### config.mk
export PLATFORM = sky130hd
export DESIGN_NAME = count_load_ctrl
export DESIGN_NICKNAME = d
export VERILOG_FILES = /design/src/rtl/count_load_pkg.sv /design/src/rtl/cnt_cmd_fifo.sv /design/src/rtl/count_load_ctrl.sv
export SDC_FILE = /design/constraint.sdc
export NUM_CORES = 1
export LEC_CHECK = 0
export CORE_ASPECT_RATIO = 1.25
export CORE_MARGIN = 2
export CORE_UTILIZATION = 30
export CTS_BUF_LIST = sky130_fd_sc_hd__clkbuf_16
export DETAILED_ROUTE_END_ITERATION = 7
export HOLD_SLACK_MARGIN = 0.08
export PLACE_DENSITY_LB_ADDON = 0.25
export SYNTH_ARGS = -nofsm -noshare
export SYNTH_HDL_FRONTEND = slang
export SYNTH_SLANG_ARGS = --single-unit
### constraint.sdc
create_clock -name clk -period 5.3 [get_ports clk]
set_input_delay 1.325 -clock clk [delete_from_list [all_inputs] [get_ports clk]]
set_output_delay 1.325 -clock clk [all_outputs]
set_load 0.05 [all_outputs]
### src/rtl/count_load_pkg.sv
// Shared types for the count/load command stage: FSM state encoding.
package count_load_pkg;

    localparam int unsigned STATE_W = 2;

    typedef enum logic [STATE_W-1:0] {
        ST_IDLE = 2'd0,
        ST_LOAD = 2'd1,
        ST_RUN  = 2'd2,
        ST_DONE = 2'd3
    } cl_state_e;

endpackage

### src/rtl/cnt_cmd_fifo.sv
// Show-ahead synchronous job FIFO; rdata always presents the head entry.
module cnt_cmd_fifo #(
    parameter  int unsigned W     = 8,
    parameter  int unsigned DEPTH = 2,
    localparam int unsigned AW    = $clog2(DEPTH)
) (
    input  logic         clk,
    input  logic         rst,
    input  logic         push,
    input  logic         pop,
    input  logic [W-1:0] wdata,
    output logic [W-1:0] rdata,
    output logic         full,
    output logic         empty,
    output logic [AW:0]  level
);

    localparam logic [AW:0] FULL_CNT = (AW+1)'(DEPTH);

    logic [W-1:0]  mem_q [DEPTH];
    logic [AW-1:0] wr_ptr_q, rd_ptr_q;
    logic [AW:0]   cnt_q;
    logic          do_push, do_pop;

    assign full    = (cnt_q == FULL_CNT);
    assign empty   = (cnt_q == '0);
    assign level   = cnt_q;
    assign rdata   = mem_q[rd_ptr_q];
    assign do_push = push && !full;
    assign do_pop  = pop && !empty;

    always_ff @(posedge clk or negedge rst) begin
        if (!rst) begin
            wr_ptr_q <= '0;
            rd_ptr_q <= '0;
            cnt_q    <= '0;
        end else begin
            if (do_push) wr_ptr_q <= wr_ptr_q + AW'(1);
            if (do_pop)  rd_ptr_q <= rd_ptr_q + AW'(1);
            case ({do_push, do_pop})
                2'b10:   cnt_q <= cnt_q + (AW+1)'(1);
                2'b01:   cnt_q <= cnt_q - (AW+1)'(1);
                default: cnt_q <= cnt_q;
            endcase
        end
    end

    // Storage needs no reset: an entry is only read after it has been written.
    always_ff @(posedge clk) begin
        if (do_push) mem_q[wr_ptr_q] <= wdata;
    end

endmodule

### src/rtl/count_load_ctrl.sv
// Command stage for a loadable up-counter: queues (start, term) jobs, pulses load,
// watches the counter until it reaches term, then pulses done.
module count_load_ctrl
    import count_load_pkg::*;
#(
    parameter  int unsigned WIDTH = 4,
    parameter  int unsigned DEPTH = 2,
    localparam int unsigned LW    = $clog2(DEPTH) + 1
) (
    input  logic             clk,
    input  logic             rst,
    input  logic             in_valid,
    output logic             in_ready,
    input  logic [WIDTH-1:0] in_start,
    input  logic [WIDTH-1:0] in_term,
    input  logic             abort,
    input  logic [WIDTH-1:0] cnt_q,
    output logic             load,
    output logic [WIDTH-1:0] d,
    output logic             busy,
    output logic             done,
    output logic [LW-1:0]    level,
    output cl_state_e        state_dbg
);

    // Handshake: a job is taken on any rising edge where in_valid && in_ready;
    // in_ready depends only on registered FIFO occupancy.
    typedef struct packed {
        logic [WIDTH-1:0] start;
        logic [WIDTH-1:0] term;
    } job_t;

    cl_state_e        state_q, state_d;
    logic [WIDTH-1:0] d_q, d_d;
    logic [WIDTH-1:0] term_q, term_d;
    logic             pop;
    logic             fifo_full, fifo_empty;
    job_t             head;
    job_t             wjob;

    assign wjob = '{start: in_start, term: in_term};

    cnt_cmd_fifo #(
        .W     (2 * WIDTH),
        .DEPTH (DEPTH)
    ) u_fifo (
        .clk   (clk),
        .rst   (rst),
        .push  (in_valid && !fifo_full),
        .pop   (pop),
        .wdata (wjob),
        .rdata (head),
        .full  (fifo_full),
        .empty (fifo_empty),
        .level (level)
    );

    always_comb begin
        state_d = state_q;
        pop     = 1'b0;
        unique case (state_q)
            ST_IDLE: begin
                if (!fifo_empty) begin
                    state_d = ST_LOAD;
                    pop     = 1'b1;
                end
            end
            ST_LOAD: state_d = abort ? ST_IDLE : ST_RUN;
            ST_RUN: begin
                if (abort)                 state_d = ST_IDLE;
                else if (cnt_q == term_q)  state_d = ST_DONE;
            end
            ST_DONE: state_d = ST_IDLE;
            default: state_d = ST_IDLE;
        endcase
    end

    // d and term are captured only on the IDLE->LOAD pop and held otherwise.
    assign d_d    = pop ? head.start : d_q;
    assign term_d = pop ? head.term  : term_q;

    always_ff @(posedge clk or negedge rst) begin
        if (!rst) begin
            state_q <= ST_IDLE;
            d_q     <= '0;
            term_q  <= '0;
        end else begin
            state_q <= state_d;
            d_q     <= d_d;
            term_q  <= term_d;
        end
    end

    assign in_ready  = !fifo_full;
    assign d         = d_q;
    assign load      = (state_q == ST_LOAD);
    assign busy      = (state_q == ST_LOAD) || (state_q == ST_RUN);
    assign done      = (state_q == ST_DONE);
    assign state_dbg = state_q;

endmodule

Word-level counts from Yosys, hierarchy flattened
Memory sizes are Yosys's and may differ from the RTL's. A register that Yosys moved wholly into a read port is not among the register bits.
Cells that the tools add are included.
{"block": "totals", "ff_bits": 6, "ram_bits": 16, "input_bits": 16, "out_inout_bits": 12, "elab_cells": 39, "n_memories": 1}
{"block": "op_classes", "add_sub_neg": 4, "eq_ne": 9, "muxes": 10, "n_reduce_logical": 11}
{"memory": "u_fifo.mem_q", "words": 2, "width": 8, "rd": 1, "rd_ports_with_merged_regs": 1, "write_ports": 1, "line_no": "cnt_cmd_fifo.sv:20", "source": "logic [W-1:0] mem_q [DEPTH];"}
{"operator": "$eq 2x2->1 const B", "count": 4}
{"operator": "$mux 2", "count": 4}
{"operator": "$pmux 2 s4", "count": 1}
{"operator": "$eq 2x1->1 const B", "count": 2}
{"operator": "$eq 4x4->1", "count": 1}
{"operator": "$logic_not 2->1", "count": 2}
{"operator": "$mux 1", "count": 4}
{"operator": "$pmux 2 s2", "count": 1}
{"operator": "$logic_and 1x1->1", "count": 3}
{"operator": "$logic_not 1->1", "count": 3}
{"operator": "$ne 3x3->1 const B", "count": 1}
{"operator": "$add 1x1->1 const B", "count": 2}
{"operator": "$add 2x1->2 const B", "count": 1}
{"operator": "$ne 2x2->1 const B", "count": 1}
{"operator": "$reduce_and 2->1", "count": 1}
{"operator": "$reduce_bool 2->1", "count": 1}
{"operator": "$sub 2x1->2 const B", "count": 1}
{"operator": "$logic_or 1x1->1", "count": 1}

Longest topological paths before layout
{"block": "depth", "word_depth": 6, "depth_mapped": 9, "mapped_depth_nobuf": 8}

Hierarchy
A second synthesis with hierarchy kept.
{"block": "hier_totals", "cells_unflattened": 86, "area_unflattened_um2": 1298.7}
{"module": "cnt_cmd_fifo", "n_inst": 1, "cells_per_inst": 43, "area_each_um2": 772.0, "seq_area_each_um2": 580.6}
{"module": "count_load_ctrl", "n_inst": 1, "cells_per_inst": 43, "area_each_um2": 526.8, "seq_area_each_um2": 250.2}

Least setup slack after synthesis
No wires, ideal clock.
{"block": "synth_path", "kind": "register to output", "from": "register state_q[0], in the netlist state_dbg[0]", "to": "output busy", "arrival_ns": 1.411, "required_time_ns": 3.975, "path_slack_ns": 2.564, "stages_incl_launch_ff": 3, "path_buffers": 0, "path_cell_list": "dfrtp_1 -> inv_1 -> ha_1"}
{"block": "synth_between", "elab_chain_len": 2, "word_cells_on_any_way": 3, "classes_between": "eq/ne (2); reduce/logical (1)"}
{"item": "start: declaration", "line_no": "count_load_ctrl.sv:33", "source": "cl_state_e state_q, state_d;"}
{"item": "start signal: assignment", "line_no": "count_load_ctrl.sv:88", "source": "state_q <= state_d;"}
{"item": "$eq 2x1->1 / $eq 2x2->1 (equally long branches)", "line_no": "count_load_ctrl.sv:97", "source": "assign busy = (state_q == ST_LOAD) || (state_q == ST_RUN);"}
{"item": "$logic_or 1x1->1 (*)", "line_no": "count_load_ctrl.sv:97"}
{"item": "end: declaration", "line_no": "count_load_ctrl.sv:20", "source": "output logic busy,"}
Every way passes the cells marked *; elsewhere a longest branch is shown, timed or not.

Final worst setup path
{"block": "layout_path", "from": "register state_q[1], in the netlist state_dbg[1]", "to": "output busy"}
The elaborated chain is that of the path after synthesis.

==> reports/summary.md <==
The run finished with clean final reports. The most area-hungry cell type in the Yosys netlist is sky130_fd_sc_hd__edfxtp_1. Setup repair after global routing left no endpoint under its margin. By area the synthesized netlist is led by sky130_fd_sc_hd__edfxtp_1 (36%), sky130_fd_sc_hd__dfrtp_1 (27%), sky130_fd_sc_hd__mux2i_1 (6.1%).

The number of antenna diodes is 0, and the die span in y is 78.16 µm. Via count of the first global-routing pass: 872. For this run, asynchronously set or reset flops after synthesis account for 46.67%. The signal on the critical path passes through inv_1, ha_1, clkdlybuf4s50_1. The run gives 0 as the max capacitance violation total. In this run the tool buffered the top-level ports with 27 buffer cells.

STA puts the critical path data arrival time at 1.89 ns. The worst hold path passes through 2 cells. The initial antenna violation count was 0. Summed over its instances, the top area cell type makes up 36.40% of the synthesized netlist area.

After clock tree synthesis, the clock-pin slew on the worst setup and hold paths is 0.05 ns. Setup slack closes at 2.083 ns. The final worst clock skew was 0.003912 ns; the synthesized area per cell was 13.75 µm². Compared with the post-synthesis result, the final layout area differs by 34.50%.

For the worst flop-to-flop path, the logic depth is 5. The path class of the tightest hold or removal check is reg -> reg. For the placement row count, the log shows 27.

The worst pin sits at a relative slew slack of 54.77%. The first detailed-routing pass took 4 iterations. The number of buffers on the longest clock path was 2; the achievable clock frequency was 310.8 MHz.

After clock tree synthesis, the flow added hold-fix buffers numbering 0. The slowest stage of the critical path is the sky130_fd_sc_hd__clkdlybuf4s50_1 cell. The kind of critical path was reg -> out. The final number of max-transition violations was 0. For the total routing resource utilization after global routing, the log shows 10.52%. The number of nets handed over by synthesis was 118.

After detailed routing, the number of remaining DRC violations is 0. The wire length of the first global-routing pass is 3995 µm. The clock period could shrink to 3.217 ns.

The number of distinct library cell variants in the gate-level netlist after synthesis is 30, and the gate count of the mapped netlist is 96. Buffers inserted during clock tree synthesis total 5. After global routing the overflow that remains totals 0. For the required time of the critical path, the log shows 3.97 ns. The design draws 1.223 mW. In this run the worst path has a maximum fanout of 6. Once the floorplan was initialized, standard cells occupied 30.53% of the core. H-tree depth reported by CTS: 2. The count of antenna-violating nets left after detailed routing was 0; the area enclosed by the die boundary was 4950 µm². STA classifies the critical path endpoint as an output pin.

Hold-critical path endpoint: d[0]. After the last flow step, the layout net total stands at 149. Setup total negative slack on the finished layout was measured at 0 ns. At the end of routability-driven placement, the weighted congestion stood at 0.7161. The total routed wirelength is 2269 µm. Summing every instance area after synthesis gives 1320 µm². The layout filler cell count is 445. Summed over all nets, the half-perimeter wirelength after detailed placement is 1664 µm. The combined flip-flop and latch cell area was 830.8 µm². Most common flop cell mapped by yosys: sky130_fd_sc_hd__edfxtp_1.

The first routing iteration left 36 violations. The measured slew at the worst slew-check pin is 0.6760 ns. Sequential cells were found to cover 62.94% of the synthesized design area. The final critical path takes up 60.70% of the cycle.

The startpoint identified for the worst hold timing path is d[0]. The cell sitting at the root of the clock tree is a sky130_fd_sc_hd__clkbuf_16. The run gives 0.27 ns as the insertion delay to the later sink of the worst-skew pair.

The startpoint kind of the worst setup timing path was a register. The routed layout has 819 vias. The source of the worst register-to-register timing path was u_fifo.level[0].

After detailed routing, the number of vias per cell comes to 4.403. The maximum number of pins on one net before global-route repair was 19; the area of the multi-input gates was 454.2 µm². The peak ir drop on the vdd network was 316.8 µV; the hold violation count in the final report was 0.

After clock tree synthesis, the repair step resized 0 gates. The tools report the final-report setup violation count as 0. Cells with a size suffix above 1 make up 6.250% of the layout. The endpoint identified for the worst register-to-register timing path is u_fifo.level[1].

In this run, synthesis produced a sequential element count of 30. The worst reg-to-reg setup slack was 3.42 ns. After detailed routing, the average wire length per cell comes to 12.20 µm. The logs give 0 for the post-CTS setup buffer count and 4324 µm² for the standard cell core area. The analysis attributes to cell leakage a power of 0.6996 nW.

The largest stage delay on the critical path came out at 0.79 ns. For the total number of clock tree sinks, the log shows 30. TritonCTS built the clock tree.

During synthesis, Yosys emitted a total of 0 warnings. The total I/O pin count was 28; the post-place setup slack was 2.366 ns. For this design the ratio of total power to cell area is 688.7 nW/µm².

The width of the die was 63.33 µm. Number of enable flip-flop cells after synthesis: 16. After synthesis, the most frequently instantiated cells are sky130_fd_sc_hd__edfxtp_1 (16), sky130_fd_sc_hd__dfrtp_1 (14), sky130_fd_sc_hd__nand2_1 (9). The most instantiated library cell after synthesis was sky130_fd_sc_hd__edfxtp_1.
==> per-layer routing <==
layer	vias to the layer above	GRT usage (%)	routed length, µm
li1	406	-	-
met1	387	11.80	991
met2	22	17.79	1134
met3	4	4.298	118
met4	0	3.913	23
met5	-	0	0
==> per-stage QoR <==
| stage | util, % | hold slack [ns] | instance area, µm² | cells |
|---|---|---|---|---|
| after floorplan | - | 0.4608 | 1320 | 96 |
| after global placement | 37.91 | 0.4712 | 1639 | 178 |
| after detailed placement | 37.91 | 0.4789 | 1639 | 178 |
| after CTS | 41.06 | 0.4896 | 1775 | 186 |
| after global routing | 41.06 | 0.5224 | 1775 | 186 |
| final | 41.06 | 0.4807 | 1775 | 186 |
==> power breakdown <==
part / total, mW / internal [mW] / leakage, nW / switching (mW)
registers: 0.412 / 0.338 / 0.319 / 0.0741
clock network: 0.255 / 0.168 / 0.0663 / 0.0876
logic: 0.555 / 0.215 / 0.314 / 0.340
==> final cells by class <==
class,instances,share of cell area [%]
clock buffer,5,7.047
clock inverter,3,0.6343
inverter,3,0.6343
multi-input combinational,60,25.58
sequential,30,46.79
tap,58,4.087
timing repair buffer,27,15.22
==> registers in the layout, indices dropped and copies added, names as in the netlist <==
signal,count
u_fifo.mem_q,16
u_fifo.rd_ptr_q,1
u_fifo.wr_ptr_q,1
u_fifo.level,2
state_dbg,2
d,4
term_q,4
==> cell families after synthesis <==
| family | Yosys count | share of synthesized area, % |
|---|---|---|
| AOI/OAI and AO/OA | 14 | 6.731 |
| and+or+nand+nor | 23 | 9.954 |
| xor gates and xnor gates | 9 | 5.972 |
| buffers and inverters | 6 | 2.654 |
| DFF | 30 | 62.94 |
| muxes | 8 | 6.067 |
| adders and majority gates | 6 | 5.687 |
==> cells in the final DEF (no fill, tap or decap), types with 3 or more instances in the layout <==
| cell type | n |
|---|---|
| sky130_fd_sc_hd__mux2i_1 | 8 |
| sky130_fd_sc_hd__o21ai_0 | 8 |
| sky130_fd_sc_hd__ha_1 | 6 |
| sky130_fd_sc_hd__clkinv_1 | 3 |
| sky130_fd_sc_hd__dfrtp_1 | 14 |
| sky130_fd_sc_hd__clkbuf_16 | 5 |
| sky130_fd_sc_hd__nor2_1 | 3 |
| sky130_fd_sc_hd__nand2_1 | 9 |
| sky130_fd_sc_hd__inv_1 | 3 |
| sky130_fd_sc_hd__edfxtp_1 | 16 |
| sky130_fd_sc_hd__xnor2_1 | 8 |
| sky130_fd_sc_hd__clkdlybuf4s50_1 | 27 |
==> how the worst max path moves through the flow <==
stage | startpoint | endpoint | slack, ns | depth (start not counted)
6_report | state_dbg[1] | busy | 2.08 | 3
5_1_grt | state_dbg[0] | busy | 2.01 | 3
4_1_cts | state_dbg[1] | busy | 2.07 | 3
3_5_place_dp | state_dbg[1] | busy | 2.37 | 3
3_3_place_gp | state_dbg[1] | busy | 2.41 | 3
2_1_floorplan | state_dbg[0] | busy | 2.56 | 2
==> worst max-delay path, delay by kind of cell (launching register included) <==
kind,cells,cell delay [ns]
buffers and inverters,2,0.90
flip-flops,1,0.43
adder cells (fa/ha/maj),1,0.29
Power figures use the tool's default switching activity.
